$ cat src/rtl/scfifo_param_if.sv
// scfifo_param_if -- bundle of the FIFO request/response signals.
//   master : producer/consumer side (drives sclr, datain, write, read)
//   slave  : FIFO side (drives q, empty, full, usedw, thresholds, error flags)
interface scfifo_param_if #(
  parameter int DWIDTH = 8,
  parameter int AWIDTH = 3
);
  logic              sclr;
  logic [DWIDTH-1:0] datain;
  logic              write;
  logic              read;
  logic [DWIDTH-1:0] q;
  logic              empty;
  logic              full;
  logic [AWIDTH:0]   usedw;
  logic              almost_full;
  logic              almost_empty;
  logic              overflow;
  logic              underflow;

  modport master (
    output sclr, datain, write, read,
    input  q, empty, full, usedw, almost_full, almost_empty, overflow, underflow
  );

  modport slave (
    input  sclr, datain, write, read,
    output q, empty, full, usedw, almost_full, almost_empty, overflow, underflow
  );
endinterface

$ cat src/rtl/scfifo_param.sv
// scfifo_param -- parametrised single-clock FIFO, depth 2^AWIDTH.
// Ports:
//   clk      : single clock, all state changes on the rising edge
//   areset_n : asynchronous active-low reset
//   fifo     : scfifo_param_if.slave
//              in : sclr (sync clear), datain, write, read
//              out: q, empty, full, usedw, almost_full, almost_empty,
//                   overflow (sticky), underflow (sticky)
// SHOWAHEAD=0 gives a registered q with 1-cycle read latency; SHOWAHEAD=1
// presents the head word on q while not empty and read acknowledges it.
module scfifo_param #(
  parameter int DWIDTH    = 8,
  parameter int AWIDTH    = 3,
  parameter int AFULL_TH  = 6,
  parameter int AEMPTY_TH = 2,
  parameter int SHOWAHEAD = 0
) (
  input logic           clk,
  input logic           areset_n,
  scfifo_param_if.slave fifo
);

  localparam int DEPTH = 1 << AWIDTH;
  localparam logic [AWIDTH:0] FULL_V   = {1'b1, {AWIDTH{1'b0}}};
  localparam logic [AWIDTH:0] AFULL_V  = AFULL_TH[AWIDTH:0];
  localparam logic [AWIDTH:0] AEMPTY_V = AEMPTY_TH[AWIDTH:0];

  logic [DWIDTH-1:0] mem_q [DEPTH];
  logic [AWIDTH-1:0] wr_ptr_q, rd_ptr_q;
  logic [AWIDTH:0]   usedw_q, usedw_d;
  logic [DWIDTH-1:0] q_q;
  logic              empty_q, full_q, afull_q, aempty_q;
  logic              overflow_q, underflow_q;
  logic              wr_acc, rd_acc;

  // Clear wins over both requests; a read frees a slot even when full.
  assign wr_acc = fifo.write & (~full_q | fifo.read) & ~fifo.sclr;
  assign rd_acc = fifo.read & ~empty_q & ~fifo.sclr;

  always_comb begin
    usedw_d = usedw_q;
    if (fifo.sclr) begin
      usedw_d = '0;
    end else begin
      usedw_d = usedw_q + (AWIDTH+1)'(wr_acc) - (AWIDTH+1)'(rd_acc);
    end
  end

  // Storage array carries data only, so it has no reset.
  always_ff @(posedge clk) begin
    if (wr_acc) begin
      mem_q[wr_ptr_q] <= fifo.datain;
    end
  end

  // Flags are registered from the next count so they never see input glitches.
  always_ff @(posedge clk or negedge areset_n) begin
    if (!areset_n) begin
      wr_ptr_q    <= '0;
      rd_ptr_q    <= '0;
      usedw_q     <= '0;
      q_q         <= '0;
      empty_q     <= 1'b1;
      full_q      <= 1'b0;
      afull_q     <= 1'b0;
      aempty_q    <= 1'b1;
      overflow_q  <= 1'b0;
      underflow_q <= 1'b0;
    end else begin
      usedw_q  <= usedw_d;
      empty_q  <= (usedw_d == '0);
      full_q   <= (usedw_d == FULL_V);
      afull_q  <= (usedw_d >= AFULL_V);
      aempty_q <= (usedw_d <= AEMPTY_V);
      if (fifo.sclr) begin
        wr_ptr_q    <= '0;
        rd_ptr_q    <= '0;
        q_q         <= '0;
        overflow_q  <= 1'b0;
        underflow_q <= 1'b0;
      end else begin
        if (wr_acc) begin
          wr_ptr_q <= wr_ptr_q + AWIDTH'(1);
        end
        if (rd_acc) begin
          rd_ptr_q <= rd_ptr_q + AWIDTH'(1);
          q_q      <= mem_q[rd_ptr_q];
        end
        if (fifo.write & full_q & ~fifo.read) begin
          overflow_q <= 1'b1;
        end
        if (fifo.read & empty_q) begin
          underflow_q <= 1'b1;
        end
      end
    end
  end

  // Show-ahead output is forced to 0 while empty so reset leaves q at 0.
  assign fifo.q = (SHOWAHEAD != 0) ? (empty_q ? '0 : mem_q[rd_ptr_q]) : q_q;

  assign fifo.empty        = empty_q;
  assign fifo.full         = full_q;
  assign fifo.usedw        = usedw_q;
  assign fifo.almost_full  = afull_q;
  assign fifo.almost_empty = aempty_q;
  assign fifo.overflow     = overflow_q;
  assign fifo.underflow    = underflow_q;

endmodule

$ cat src/flat_wrapper.sv
// flat-port wrapper written by rule: the top's interface ports become plain ports
module scfifo_param_flat 
#(
  parameter int DWIDTH    = 8,
  parameter int AWIDTH    = 3,
  parameter int AFULL_TH  = 6,
  parameter int AEMPTY_TH = 2,
  parameter int SHOWAHEAD = 0
)
  (clk, areset_n, fifo_sclr, fifo_datain, fifo_write, fifo_read, fifo_q, fifo_empty, fifo_full, fifo_usedw, fifo_almost_full, fifo_almost_empty, fifo_overflow, fifo_underflow);
  scfifo_param_if #(.DWIDTH(DWIDTH), .AWIDTH(AWIDTH)) fifo_i ();
  input logic clk;
  input logic areset_n;
  input wire logic [$bits(fifo_i.sclr)-1:0] fifo_sclr;
  input wire logic [$bits(fifo_i.datain)-1:0] fifo_datain;
  input wire logic [$bits(fifo_i.write)-1:0] fifo_write;
  input wire logic [$bits(fifo_i.read)-1:0] fifo_read;
  output wire logic [$bits(fifo_i.q)-1:0] fifo_q;
  output wire logic [$bits(fifo_i.empty)-1:0] fifo_empty;
  output wire logic [$bits(fifo_i.full)-1:0] fifo_full;
  output wire logic [$bits(fifo_i.usedw)-1:0] fifo_usedw;
  output wire logic [$bits(fifo_i.almost_full)-1:0] fifo_almost_full;
  output wire logic [$bits(fifo_i.almost_empty)-1:0] fifo_almost_empty;
  output wire logic [$bits(fifo_i.overflow)-1:0] fifo_overflow;
  output wire logic [$bits(fifo_i.underflow)-1:0] fifo_underflow;
  assign fifo_i.sclr = fifo_sclr;
  assign fifo_i.datain = fifo_datain;
  assign fifo_i.write = fifo_write;
  assign fifo_i.read = fifo_read;
  assign fifo_q = fifo_i.q;
  assign fifo_empty = fifo_i.empty;
  assign fifo_full = fifo_i.full;
  assign fifo_usedw = fifo_i.usedw;
  assign fifo_almost_full = fifo_i.almost_full;
  assign fifo_almost_empty = fifo_i.almost_empty;
  assign fifo_overflow = fifo_i.overflow;
  assign fifo_underflow = fifo_i.underflow;
  scfifo_param #(.DWIDTH(DWIDTH), .AWIDTH(AWIDTH), .AFULL_TH(AFULL_TH), .AEMPTY_TH(AEMPTY_TH), .SHOWAHEAD(SHOWAHEAD)) u_core (.clk(clk), .areset_n(areset_n), .fifo(fifo_i));
endmodule
$ cat config.mk
export PLATFORM = sky130hd
export DESIGN_NAME = scfifo_param_flat
export DESIGN_NICKNAME = d
export VERILOG_FILES = /design/src/rtl/scfifo_param_if.sv /design/src/rtl/scfifo_param.sv /design/src/flat_wrapper.sv
export SDC_FILE = /design/constraint.sdc
export NUM_CORES = 1
export LEC_CHECK = 0
export BUFFER_PORTS_ARGS = -buffer_cell sky130_fd_sc_hd__buf_2
export CAP_MARGIN = 20
export CELL_PAD_IN_SITES_DETAIL_PLACEMENT = 1
export CELL_PAD_IN_SITES_GLOBAL_PLACEMENT = 1
export CORE_ASPECT_RATIO = 0.9
export CORE_MARGIN = 5
export CORE_UTILIZATION = 45
export CTS_CLUSTER_DIAMETER = 50
export DETAILED_ROUTE_END_ITERATION = 12
export PLACE_DENSITY_LB_ADDON = 0.12
export SKIP_LAST_GASP = 1
export SYNTH_ARGS = -nofsm -noshare
export SYNTH_HDL_FRONTEND = slang
export SYNTH_SLANG_ARGS = --single-unit
export TNS_END_PERCENT = 1
$ cat constraint.sdc
create_clock -name clk -period 3.1 [get_ports clk]
set_input_delay 0.155 -clock clk [delete_from_list [all_inputs] [get_ports clk]]
set_output_delay 0.155 -clock clk [all_outputs]
set_load 0.02 [all_outputs]
==> impl_metrics.toml <==
[status]
outcome = "complete, no violations"

[sta]
period_minus_slack_ps = 2530
hold_viol = 0
finalClockSkew_ps = 11.5
final.setup.tns_ps = 0
rsz0062_at_grt = "false"
clock.fmax_mhz = 395
whs_ps = 97.4
period_share_pct = 81.7
worst-slew-pin-transition_ps = 837
slew_violations = 0
setup_violations = 0
max-slew-margin-rel_pct = 44.0

[hold_path]
min_from = "fifo_datain[4]"
min_to = "u_core.mem_q[3][4]"
whs_path_depth = 1
hp-class = "in -> reg"

[grt]
grt_usage_pct = 16.1
grt_overflow_total = 0
grt_max_degree = 25
grt_pass1_wl_mm = 12.0
antenna_found_initial = 0
grt_pass1_vias = 2091

[pwr]
peakVddDrop_mv = 0.317
switching_share_pct = 28.9
pwr-share-clk_pct = 29.9
p_switching_mw = 0.855
p_int_mw = 2.10
comb_power_share_pct = 21.6
power_density_nw_per_um2 = 726
power.leakage_nw = 1.55
finalPower_mw = 2.95
pwr-share-seq_pct = 48.6

[clocking]
cts.root.buffer_cell = "clkbuf_8"
clk_pin_slew_ps = 100
cts_tree = "done"
cts_buffers = 9
cts_sinks = 88
worstSkewPairLatency_ps = 350
cts_buffer_depth = 2
htreeDepth = 3

[worst_setup_path]
critPathTopFamily = "adder cells"
ff2ff_path_depth = 10
timing.rr.end = "u_core.fifo.almost_full"
path_buf_inv = 2
cp_max_fo = 5
crit_arrival_ps = 2760
criticalPathCategory = "reg -> reg"
crit_chain = "and2b_1 -> nand2b_1 -> inv_1 -> ha_1 -> inv_1 -> ha_1 -> fa_1 -> xnor2_1 -> nand2b_1 -> a21oi_1"
reg2reg_slack_ps = 570
worstSetupEndpointType = "flop"
crit_slowest_cell = "dfstp_2"
worstPathRequired_ps = 3320
max_stage_delay_ps = 540
startpoint_type = "flop"
r2r-start = "u_core.fifo.empty"

[finish]
drive_gt1_share_pct = 28.1
antenna_cells = 0
n_fill_cell = 763
area_growth_pct = 13.7
multi_input_area_um2 = 965
final_nets = 285
regArea_um2 = 2520
design_area_um2 = 4070

[synthesis]
ys_seq_area_share_pct = 70.6
ys_types = 31
synth_compound_area_share_pct = 4.48
synth-adder-area-share_pct = 2.66
synth_area_leaders = "edfxtp_1 (54%), dfrtp_1 (15%), mux2_2 (5.0%)"
synthMuxAreaShare_pct = 10.9
yosysTopAreaCell = "edfxtp_1"
yosys.area_share.simple_pct = 7.24
netlist.area_leader.share_pct = 53.7
ys_ff_latch = 88
syn_inst = 225
avgSynthCellArea_um2 = 15.9
synth_warnings = 0
synth_area_um2 = 3580
synth_nets = 245
synth_top_family_by_area = "multiplexers"
synth-xor-area-share_pct = 1.71

[floorplan]
start_util_pct = 46.7
core_region_area_um2 = 7660
fp.dieArea_um2 = 9830
die_h_um = 94.6
row_count = 30
ios = 31
dieWidth_um = 104

[detailed_routing]
firstDrtPassIters = 4
wl_per_cell_um = 20.3
wl_mm = 7.42
drc = 0
drtIter0Drc = 87
via_count = 1968
via_per_inst = 5.38
antenna_left = 0

[run]
max_cap_viol_count = 0

[placement]
dp_hpwl_mm = 4.89
gp_congestion = 0.735
portBuffers = 30
place_area_um2 = 3830
==> cell families (layout without fill, tap and decap cells) <==
kind of cell	after synthesis	after routing
AND/OR/NAND/NOR	59	59
adder cells (fa/ha/maj)	7	7
buffers and inverters	15	60
flip-flops	88	88
XOR/XNOR	7	7
AO/OA/AOI/OAI	24	24
multiplexers	25	25
==> synth_stat cells <==
| master | instances |
|---|---|
| buf_12 | 1 |
| mux2_2 | 16 |
| buf_6 | 1 |
| o22ai_1 | 8 |
| nor2_1 | 26 |
| mux4_1 | 5 |
| inv_1 | 6 |
| dfrtp_1 | 22 |
| clkbuf_1 | 2 |
| mux4_2 | 3 |
| a21o_1 | 1 |
| xor2_1 | 4 |
| dfstp_2 | 2 |
| nor2b_1 | 3 |
| mux2i_1 | 1 |
| fa_1 | 1 |
| a21oi_1 | 5 |
| buf_2 | 3 |
| nor3_1 | 3 |
| nand2_1 | 16 |
| a31o_2 | 2 |
| ha_1 | 6 |
| o31ai_1 | 8 |
| nand2b_1 | 7 |
| edfxtp_1 | 64 |
| nand3_1 | 2 |
| xnor2_1 | 3 |
| or3_1 | 1 |
| and2b_1 | 1 |
| buf_1 | 1 |
| buf_4 | 1 |
==> registers in the layout, summed over array words and instances, names as in the netlist <==
register                  cells
u_core.fifo.empty             1
u_core.rd_ptr_q               3
u_core.fifo.usedw             4
u_core.wr_ptr_q               3
u_core.fifo.full              1
u_core.fifo.underflow         1
u_core.fifo.q                 8
u_core.mem_q                 64
u_core.fifo.overflow          1
u_core.fifo.almost_empty      1
u_core.fifo.almost_full       1
==> power groups by stage <==
stage / sequential (mW) / combinational (mW) / clock, mW
3_3_place_gp: 1.46 / 0.627 / 0
5_1_grt: 1.45 / 0.706 / 0.958
2_1_floorplan: 1.50 / 0.413 / 0
4_1_cts: 1.44 / 0.650 / 0.904
6_report: 1.44 / 0.637 / 0.882
3_5_place_dp: 1.46 / 0.644 / 0
==> cell usage in the layout (no fill, tap or decap) <==
cell type and count:
nor3_1 3, and2b_1 1, inv_6 3, or3_1 1
fa_1 1, nand2_1 16, a21o_1 1, inv_1 6
dfrtp_1 22, nand2b_1 7, dfstp_2 2, xnor2_1 3
ha_1 6, dlygate4sd3_1 1, clkbuf_8 9, nor2_1 26
o22ai_1 8, mux4_1 5, a21oi_1 5, mux2i_1 1
bufinv_16 2, clkinv_2 1, buf_4 7, nor2b_1 3
buf_2 30, mux2_2 16, o31ai_1 8, nand3_1 2
clkinvlp_4 1, mux4_2 3, xor2_1 4, a31o_2 2
edfxtp_1 64
==> area by class of cell <==
cell class	count	area share, %
clock buffer	9	3.05
clock inverter	7	2.43
inverter	6	0.554
multi-input combinational	122	23.7
sequential	88	62.1
tap	96	2.95
timing repair buffer	38	5.23
==> per-layer routing <==
layer	global-route usage [%]	part of all wire [%]
met1	23.2	50
met4	4.21	0.90
met2	24.8	46
met3	3.76	3.5
met5	0	0
==> metrics by stage <==
step	worst slack (ps)	instances	util, %
2_1_floorplan	405	225	-
3_3_place_gp	614	349	50.1
3_5_place_dp	558	349	50.1
4_1_cts	556	366	53.1
5_1_grt	308	366	53.1
6_report	568	366	53.1
==> how the worst max path moves through the flow <==
stage / startpoint / to / depth (start not counted)
floorplan: u_core.fifo.empty / u_core.fifo.almost_full / 11
global placement: u_core.fifo.empty / u_core.fifo.almost_full / 10
detailed placement: u_core.fifo.empty / u_core.fifo.almost_full / 10
CTS: u_core.fifo.empty / u_core.fifo.almost_full / 10
global route: u_core.fifo.empty / u_core.fifo.full / 10
finish: u_core.fifo.empty / u_core.fifo.almost_full / 10
==> timing repair <==
item	in CTS	in global routing
hold endpoints to repair	22	0
setup endpoints to repair	0	0
setup buffers	0	0
resized for setup	0	0
hold buffers	1	0
No activity file was read; power rests on OpenSTA's default activity.
